[src/rtl/sim_pkg.sv]
// Types and saturation helpers shared by the node integrator and the spring force calculator.
package sim_pkg;

  typedef enum logic [1:0] {
    IDLE,
    UPDATE,
    DONE
  } integrator_state_t;

  // Clamp a signed value to the range of a signed field that is `bits` wide.
  function automatic int sat_signed(input int value, input int unsigned bits);
    int hi;
    int lo;
    hi = (1 <<< (bits - 1)) - 1;
    lo = -hi - 1;
    if (value > hi) return hi;
    if (value < lo) return lo;
    return value;
  endfunction

  function automatic int sat_pos(input int value, input int unsigned bits);
    return sat_signed(value, bits);
  endfunction

  function automatic int sat_vel(input int value, input int unsigned bits);
    return sat_signed(value, bits);
  endfunction

endpackage

[src/rtl/node_integrator_node_step.sv]
// Single-node integration step: force scaling, gravity, saturation and floor clamp.
module node_step
  import sim_pkg::*;
#(
  parameter int unsigned POSITION_SIZE = 8,
  parameter int unsigned VELOCITY_SIZE = 8,
  parameter int unsigned FORCE_SIZE    = 8,
  parameter int unsigned DT_SHIFT      = 2,
  parameter int unsigned GRAVITY       = 1,
  parameter int          FLOOR_Y       = 0
) (
  input  logic signed [POSITION_SIZE-1:0] px,
  input  logic signed [POSITION_SIZE-1:0] py,
  input  logic signed [VELOCITY_SIZE-1:0] vx,
  input  logic signed [VELOCITY_SIZE-1:0] vy,
  input  logic signed [FORCE_SIZE-1:0]    fx,
  input  logic signed [FORCE_SIZE-1:0]    fy,
  output logic signed [POSITION_SIZE-1:0] px_next,
  output logic signed [POSITION_SIZE-1:0] py_next,
  output logic signed [VELOCITY_SIZE-1:0] vx_next,
  output logic signed [VELOCITY_SIZE-1:0] vy_next
);

  localparam int unsigned MAX_PV = (POSITION_SIZE > VELOCITY_SIZE) ? POSITION_SIZE : VELOCITY_SIZE;
  localparam int unsigned MAX_W  = (MAX_PV > FORCE_SIZE) ? MAX_PV : FORCE_SIZE;
  localparam int unsigned W      = MAX_W + 2;

  localparam logic signed [W-1:0] GRAV_W  = W'(GRAVITY);
  localparam logic signed [W-1:0] FLOOR_W = W'(FLOOR_Y);

  logic signed [W-1:0] fx_s;
  logic signed [W-1:0] fy_s;
  logic signed [W-1:0] vx_sum;
  logic signed [W-1:0] vy_sum;
  logic signed [W-1:0] px_sum;
  logic signed [W-1:0] py_sum;

  always_comb begin
    fx_s   = W'(fx) >>> DT_SHIFT;
    fy_s   = W'(fy) >>> DT_SHIFT;
    vx_sum = W'(vx) + fx_s;
    vy_sum = W'(vy) + fy_s - GRAV_W;

    vx_next = VELOCITY_SIZE'(sat_vel(int'(vx_sum), VELOCITY_SIZE));
    vy_next = VELOCITY_SIZE'(sat_vel(int'(vy_sum), VELOCITY_SIZE));

    // Position integrates the already-saturated new velocity.
    px_sum = W'(px) + W'(vx_next);
    py_sum = W'(py) + W'(vy_next);

    px_next = POSITION_SIZE'(sat_pos(int'(px_sum), POSITION_SIZE));
    py_next = POSITION_SIZE'(sat_pos(int'(py_sum), POSITION_SIZE));

    if (W'(py_next) < FLOOR_W) begin
      py_next = POSITION_SIZE'(FLOOR_Y);
      if (vy_next < 0) begin
        vy_next = '0;
      end
    end
  end

endmodule

[src/rtl/node_integrator.sv]
// Integrates all nodes one per cycle after each force pulse; owns node position/velocity state.
module node_integrator
  import sim_pkg::*;
#(
  parameter int unsigned NUM_NODES     = 10,
  parameter int unsigned POSITION_SIZE = 8,
  parameter int unsigned VELOCITY_SIZE = 8,
  parameter int unsigned FORCE_SIZE    = 8,
  parameter int unsigned DT_SHIFT      = 2,
  parameter int unsigned GRAVITY       = 1,
  parameter int          FLOOR_Y       = 0
) (
  input  logic                            clk_in,
  input  logic                            rst_in,
  input  logic                            init_valid,
  input  logic signed [POSITION_SIZE-1:0] init_nodes      [NUM_NODES][2],
  input  logic signed [VELOCITY_SIZE-1:0] init_velocities [NUM_NODES][2],
  input  logic                            forces_valid,
  input  logic signed [FORCE_SIZE-1:0]    spring_forces   [NUM_NODES][2],
  output logic signed [POSITION_SIZE-1:0] nodes           [NUM_NODES][2],
  output logic signed [VELOCITY_SIZE-1:0] velocities      [NUM_NODES][2],
  output logic                            busy,
  output logic                            step_valid
);

  localparam int unsigned IDX_W = (NUM_NODES > 1) ? $clog2(NUM_NODES) : 1;
  localparam logic [IDX_W-1:0] LAST_IDX = IDX_W'(NUM_NODES - 1);

  integrator_state_t state;
  logic [IDX_W-1:0]  idx;
  logic signed [FORCE_SIZE-1:0] forces [NUM_NODES][2];

  logic signed [POSITION_SIZE-1:0] px_next;
  logic signed [POSITION_SIZE-1:0] py_next;
  logic signed [VELOCITY_SIZE-1:0] vx_next;
  logic signed [VELOCITY_SIZE-1:0] vy_next;

  node_step #(
    .POSITION_SIZE(POSITION_SIZE),
    .VELOCITY_SIZE(VELOCITY_SIZE),
    .FORCE_SIZE   (FORCE_SIZE),
    .DT_SHIFT     (DT_SHIFT),
    .GRAVITY      (GRAVITY),
    .FLOOR_Y      (FLOOR_Y)
  ) u_node_step (
    .px      (nodes[idx][0]),
    .py      (nodes[idx][1]),
    .vx      (velocities[idx][0]),
    .vy      (velocities[idx][1]),
    .fx      (forces[idx][0]),
    .fy      (forces[idx][1]),
    .px_next (px_next),
    .py_next (py_next),
    .vx_next (vx_next),
    .vy_next (vy_next)
  );

  always_ff @(posedge clk_in or posedge rst_in) begin
    if (rst_in) begin
      state      <= IDLE;
      idx        <= '0;
      busy       <= 1'b0;
      step_valid <= 1'b0;
      for (int unsigned i = 0; i < NUM_NODES; i++) begin
        for (int unsigned a = 0; a < 2; a++) begin
          nodes[i][a]      <= '0;
          velocities[i][a] <= '0;
          forces[i][a]     <= '0;
        end
      end
    end else begin
      step_valid <= 1'b0;
      case (state)
        IDLE: begin
          // Init takes priority; a coincident force pulse is dropped, not deferred.
          if (init_valid) begin
            nodes      <= init_nodes;
            velocities <= init_velocities;
          end else if (forces_valid) begin
            forces <= spring_forces;
            idx    <= '0;
            busy   <= 1'b1;
            state  <= UPDATE;
          end
        end
        UPDATE: begin
          nodes[idx][0]      <= px_next;
          nodes[idx][1]      <= py_next;
          velocities[idx][0] <= vx_next;
          velocities[idx][1] <= vy_next;
          if (idx == LAST_IDX) begin
            step_valid <= 1'b1;
            state      <= DONE;
          end else begin
            idx <= idx + 1'b1;
          end
        end
        DONE: begin
          busy  <= 1'b0;
          state <= IDLE;
        end
        default: begin
          busy  <= 1'b0;
          state <= IDLE;
        end
      endcase
    end
  end

endmodule

[config.mk]
export PLATFORM = sky130hd
export DESIGN_NAME = node_integrator
export DESIGN_NICKNAME = d
export VERILOG_FILES = /design/src/rtl/sim_pkg.sv /design/src/rtl/node_integrator_node_step.sv /design/src/rtl/node_integrator.sv
export SDC_FILE = /design/constraint.sdc
export NUM_CORES = 1
export LEC_CHECK = 0
export CAP_MARGIN = 30
export CORE_AREA = 3 3 308 310
export CTS_CLUSTER_SIZE = 14
export DETAILED_ROUTE_END_ITERATION = 10
export DIE_AREA = 0 0 311 313
export PLACE_DENSITY = 0.54
export SYNTH_ARGS = -nofsm -noshare
export SYNTH_HDL_FRONTEND = slang
export SYNTH_SLANG_ARGS = --single-unit
[constraint.sdc]
create_clock -name clk_in -period 16.3 [get_ports clk_in]
set_input_delay 3.26 -clock clk_in [delete_from_list [all_inputs] [get_ports clk_in]]
set_output_delay 3.26 -clock clk_in [all_outputs]
set_load 0.01 [all_outputs]
==> impl_metrics.tcl, run 1 <==
set metrics [dict create \
    status "finished, final reports clean" \
    die-area_um2 97300 \
    max_freq_mhz 115 \
    cts_resized 0 \
    drt-initial-drc-count 2012 \
    num_rows 111 \
    crit_family "compound AO/OA/AOI/OAI gates" \
    worstSetupEndpointType "register" \
    slowest_delay_ns 0.81 \
    dp_hpwl_mm 93.8 \
    wl_per_cell_um 29.9 \
    start_util_pct 26.5 \
    syn_area_per_cell_um2 10.0 \
    slew_violations 0 \
    syn_inst 2438 \
    synth_area_um2 24400 \
    drt-vias-per-instance 5.35 \
    worstMarginPinSlew_ns 1.05 \
    h-tree-depth 2 \
    cpMostUsedCell "ha_1" \
    grt_pass1_wl_mm 184 \
    cts_buffers 55 \
    required_ns 16.83 \
    worstRegToRegCells 24 \
    crit_path_top_delay_cell "dfrtp_4" \
    cts_setup_buffers 0 \
    fin_skew_ns 0.0275 \
    place_inst 4288 \
    dieWidth_um 311 \
    io_pins 806 \
    synthFlopType "dfrtp_1" \
    cap_violations 0 \
    cts_tree "done" \
    setup_ws_ns 7.61 \
    synth_edf_count 0 \
    clockBufferDepth 3 \
    clk_pin_slew_ns 0.06 \
    synth.area.top_cells "dfrtp_1 (46%), mux2_2 (7.8%), mux4_2 (7.7%), a21oi_1 (5.9%), nor2_1 (5.3%)" \
    syn_nets 2969 \
    route.detailed.drc 0 \
    crit_path_max_fanout 81 \
    core-area_um2 91900 \
    tns_ns 0 \
    final.min_clock_period_ns 8.69 \
    rr_endpoint "velocities[33]" \
    rr_startpoint "idx[0]" \
    ys_warn_count 0 \
    synthArstFlopShare_pct 100 \
    fin_crit_sh_pct 53.3 \
    final-hold-violation-count 0 \
    cts_sinks 448 \
    pre_cts_ws_ns 7.68 \
    yosysTopAreaCellShare_pct 45.9 \
    whs_endpoint "forces[124]" \
    cp.arrival_ns 9.22 \
    hold_buffers 0 \
    final_nets 3638 \
    grt_pass1_vias 23771 \
    final_cells 4402 \
    rsz0062_at_grt "no" \
    clockRootBuffer "clkbuf_16" \
    synth-seq-area-share_pct 45.9 \
    grt_use_total_pct 26.0 \
    dr_total_vias 23530 \
    wirelength_mm 131 \
    grt_remaining_overflow 0 \
    min_path_cells 1 \
    crit_type "register to register" \
    worstPathCellList "buf_12 -> mux4_2 -> a22oi_1 -> a2bb2oi_1 -> ha_1 -> inv_1 -> ha_1 -> fa_1 -> a211oi_1 -> o21bai_1 -> a21oi_1 -> xor2_1 -> o22ai_1 -> a21oi_1 -> buf_4 -> inv_1 -> ha_1 -> o21a_1 -> o31ai_1 -> and2_1 -> o22ai_2 -> nand2b_1 -> nand2_1 -> o22ai_1" \
    detail-route-antenna-nets 0 \
    drive_gt1_share_pct 15.5 \
    hold_class "register to register" \
    antenna_found_initial 12 \
    reg2reg_slack_ns 7.61 \
    numPortBuffers 765 \
    critPathBufInv 4 \
    start_kind "register" \
    ys_ff_latch 448 \
    dr.pass1.iters 5 \
    area_delta_synth_final_pct 45.2 \
    relSlewSlack_pct 30.1 \
    finalSetupViolations 0 \
    die_h_um 313 \
    synth_cell_type_count 71 \
    grt_max_degree 150 \
    holdWs_ns 0.502 \
    yosys.area.top_type "dfrtp_1" \
    min_from "forces[124]" \
    routabilityCongestion 0.864 \
    clk_latency_ns 0.63 \
]
==> cells in the final DEF (no fill, tap or decap), types with 6 or more instances in the layout <==
cell,n
nand2_2,10
clkdlybuf4s50_1,765
nand3_1,27
xor2_1,10
mux2i_1,7
clkbuf_8,21
ha_1,43
nor2_1,339
mux4_2,83
a211oi_1,124
o22a_1,6
nand2b_1,9
diode_2,8
mux2_2,169
a2bb2oi_1,12
o21ai_0,93
clkbuf_16,56
o21ai_2,9
dfrtp_1,445
inv_1,43
a21oi_1,289
o221a_2,30
nor3_1,42
a21o_1,8
clkbuf_1,8
a31oi_1,9
xnor2_1,11
buf_4,46
o21bai_1,6
a22oi_1,54
o22ai_1,74
clkinv_2,8
nand2_1,181
==> flip-flops by register name, indices dropped and copies added, names as in the netlist <==
register	count
state	2
forces	120
idx	4
nodes	160
busy	1
velocities	160
step_valid	1
==> synth_stat cells (all sizes together), types with 4 or more instances <==
library cell  count
nand4             5
nand2b            9
nand2           193
a31oi             9
dfrtp           448
xnor2            11
and3              8
nand3            27
a2bb2oi          12
fa                4
o22ai            78
nor2            344
o21ai           103
o22a              6
clkbuf          159
o21a              5
mux4             83
a211oi          126
o21bai            6
inv              46
mux2i             7
xor2             10
nor3             43
maj3              6
a21oi           290
a22oi            54
and2              6
nor2b             6
mux2            169
a21o              8
buf              53
ha               43
o221a            30
o211ai            4
==> per-stage QoR <==
stage | cell area [µm²] | utilization, %
3_3_place_gp | 33200 | 36.1
3_5_place_dp | 33300 | 36.3
2_1_floorplan | 24400 | -
6_report | 35400 | 38.5
5_1_grt | 35400 | 38.5
4_1_cts | 35300 | 38.4
==> routing by layer <==
| layer | GRT usage (%) | up-vias | share of wire, % |
|---|---|---|---|
| met5 | 0 | - | 0.0099 |
| met2 | 43.3 | 1026 | 48 |
| met3 | 5.55 | 205 | 7.0 |
| li1 | - | 10241 | - |
| met1 | 33.6 | 12056 | 42 |
| met4 | 8.45 | 2 | 3.4 |
==> logic make-up (layout without fill, tap and decap cells) <==
kind of cell	count (synthesis)	after routing	synth area share (%)
buffers and inverters	259	972	4.32
adders and majority gates	53	53	2.78
and+or+nand+nor	649	649	10.9
muxes	259	259	15.7
other	0	8	0
AOI/OAI and AO/OA	749	749	19.6
xor gates and xnor gates	21	21	0.754
DFF	448	448	45.9
==> area by class of cell <==
| type | instances | area [µm²] |
|---|---|---|
| fillers | 9324 | 56500 |
| multi-input cells | 1731 | 12200 |
| flip-flops and latches | 448 | 11200 |
| repair buffers | 825 | 8290 |
| clock buffers | 85 | 1720 |
| well taps | 1243 | 1560 |
| clock inverters | 16 | 224 |
| inverters | 46 | 180 |
| diodes | 8 | 20.0 |
==> worst max path at each step <==
stage / start / end / slack, ns / cells past startpoint
floorplan: rst_in / busy / 0.55 / 1
global placement: idx[0] / velocities[35] / 7.70 / 24
detailed placement: idx[0] / velocities[33] / 7.68 / 24
CTS: idx[0] / velocities[33] / 7.65 / 24
global route: idx[0] / velocities[101] / 7.17 / 24
finish: idx[0] / velocities[33] / 7.61 / 24
Power of run 1 is not shown: default switching activity piles up to over one toggle a cycle in this logic, so the estimate is an artifact.
==> inputs of run 2 (changes only) <==
==> constraint.sdc (replaced) <==
create_clock -name clk_in -period 7.2 [get_ports clk_in]
set_input_delay 1.44 -clock clk_in [delete_from_list [all_inputs] [get_ports clk_in]]
set_output_delay 1.44 -clock clk_in [all_outputs]
set_load 0.01 [all_outputs]
==> impl_metrics.tcl, run 2 (synthesis results as in run 1) <==
set metrics [dict create \
    clockRootBuffer "clkbuf_16" \
    antenna_found_initial 17 \
    hold_buffers 0 \
    detail-route-antenna-nets 0 \
    start_kind "register" \
    clk_latency_ns 0.63 \
    required_ns 7.65 \
    dp_hpwl_mm 94.1 \
    route.detailed.drc 0 \
    die-area_um2 97300 \
    slew_violations 0 \
    num_rows 111 \
    fin_util_pct 38.7 \
    area_delta_synth_final_pct 45.8 \
    critPathLaunch "idx[0]" \
    drive_gt1_share_pct 16.8 \
    grt_pass1_wl_mm 182 \
    grt_remaining_overflow 0 \
    use_met3_pct 5.06 \
    cts_buffers 55 \
    grt_busiest_layer "met2" \
    use_met1_pct 33.1 \
    reg2reg_slack_ns 0.52 \
    dr_total_vias 23571 \
    max_freq_mhz 150 \
    crit_path_top_delay_cell "mux4_2" \
    hold_class "register to register" \
    final_nets 3675 \
    clockBufferDepth 3 \
    rsz0062_at_grt "no" \
    h-tree-depth 2 \
    grt_use_met2_pct 43.3 \
    die_h_um 313 \
    fin_crit_sh_pct 92.8 \
    worstSetupEndpointType "register" \
    drt-vias-per-instance 5.31 \
    grt_max_degree 194 \
    final_common_cell "clkdlybuf4s50_1" \
    final-hold-violation-count 0 \
    cp.arrival_ns 7.14 \
    numPortBuffers 765 \
    fin_skew_ns 0.0247 \
    routabilityCongestion 0.865 \
    finalSetupViolations 0 \
    cap_violations 0 \
    wirelength_mm 130 \
    relSlewSlack_pct 11.2 \
    crit_path_max_fanout 39 \
    start_util_pct 26.5 \
    status "finished, final reports clean" \
    clk_pin_slew_ns 0.06 \
    min_from "busy" \
    core-area_um2 91900 \
    rr_startpoint "idx[0]" \
    final.min_clock_period_ns 6.68 \
    reg.largest.list "nodes (160), velocities (160), forces (120)" \
    crit_type "register to register" \
    cts_sinks 448 \
    wl_per_cell_um 29.2 \
    cts_tree "done" \
    slowest_delay_ns 0.58 \
    io_pins 806 \
    worstMarginPinSlew_ns 1.33 \
    grt_pass1_vias 23752 \
    mostFrequentLayoutCells "clkdlybuf4s50_1 (765), dfrtp_1 (445), nor2_1 (339)" \
    cpMostUsedCell "a211oi_1" \
    grt_use_total_pct 25.6 \
    drt-initial-drc-count 2070 \
    dr.pass1.iters 5 \
    dieWidth_um 311 \
]
[run 2: layout make-up]
cell class	instances	area, µm²
Clock inverter	19	126
Inverter	46	178
Sequential cell	448	11200
Timing Repair Buffer	862	8570
Clock buffer	76	1650
Fill cell	9235	56400
Antenna cell	12	30.0
Multi-Input combinational cell	1731	12300
Tap cell	1243	1560
[run 2: critical path: cells and delay by family (launching register included)]
family | cells | cell delay [ns]
compound gates | 12 | 2.58
buf+inv | 6 | 1.01
simple gates | 3 | 0.90
fa+ha+maj | 3 | 0.80
mux | 1 | 0.58
flops | 1 | 0.54
[run 2: through the flow]
step                      worst slack (ns)  setup TNS (ns)  area, µm²  instances  hold WS [ns]
final                                0.516               0      35600       4437         0.492
after global routing                 0.152               0      35600       4435         0.512
after CTS                            0.181               0      35500       4420         0.501
after detailed placement             0.261               0      33700       4325         0.472
after global placement               0.309               0      33600       4318         0.473
after floorplan                     -0.297         -133.12      24400       2438         0.475
[run 2: path summary, 6_finish.rpt]
check / end / depth (start not counted)
min in group asynchronous: forces[54] / 2
max in group asynchronous: velocities[152] / 3
worst max register to register: nodes[136] / 25
worst min-delay path: busy / 1
worst min register to register: busy / 1
worst max-delay path: nodes[136] / 25
[run 2: timing repair]
action / CTS / global route
setup buffers: 0 / 5
endpoints found under the setup margin: 0 / 125
gates resized for setup: 0 / 3
[run 2: layer usage]
layer	share of wire [%]	vias to the layer above
met5	0.010	-
met4	2.7	2
met3	6.8	170
met2	49	1038
met1	42	12045
li1	-	10316
Power of run 2 is left out for the same reason.
==> inputs of run 3 (changes only) <==
--- a/config.mk
+++ b/config.mk
@@ -10,6 +10,7 @@
 export CTS_CLUSTER_SIZE = 14
 export DETAILED_ROUTE_END_ITERATION = 10
 export DIE_AREA = 0 0 311 313
+export GPL_ROUTABILITY_DRIVEN = 1
 export PLACE_DENSITY = 0.54
 export SYNTH_ARGS = -nofsm -noshare
 export SYNTH_HDL_FRONTEND = slang
==> results of run 3 <==
Final layout, timing and power as in run 2 (identical DEF).
Power of run 3 is left out for the same reason.
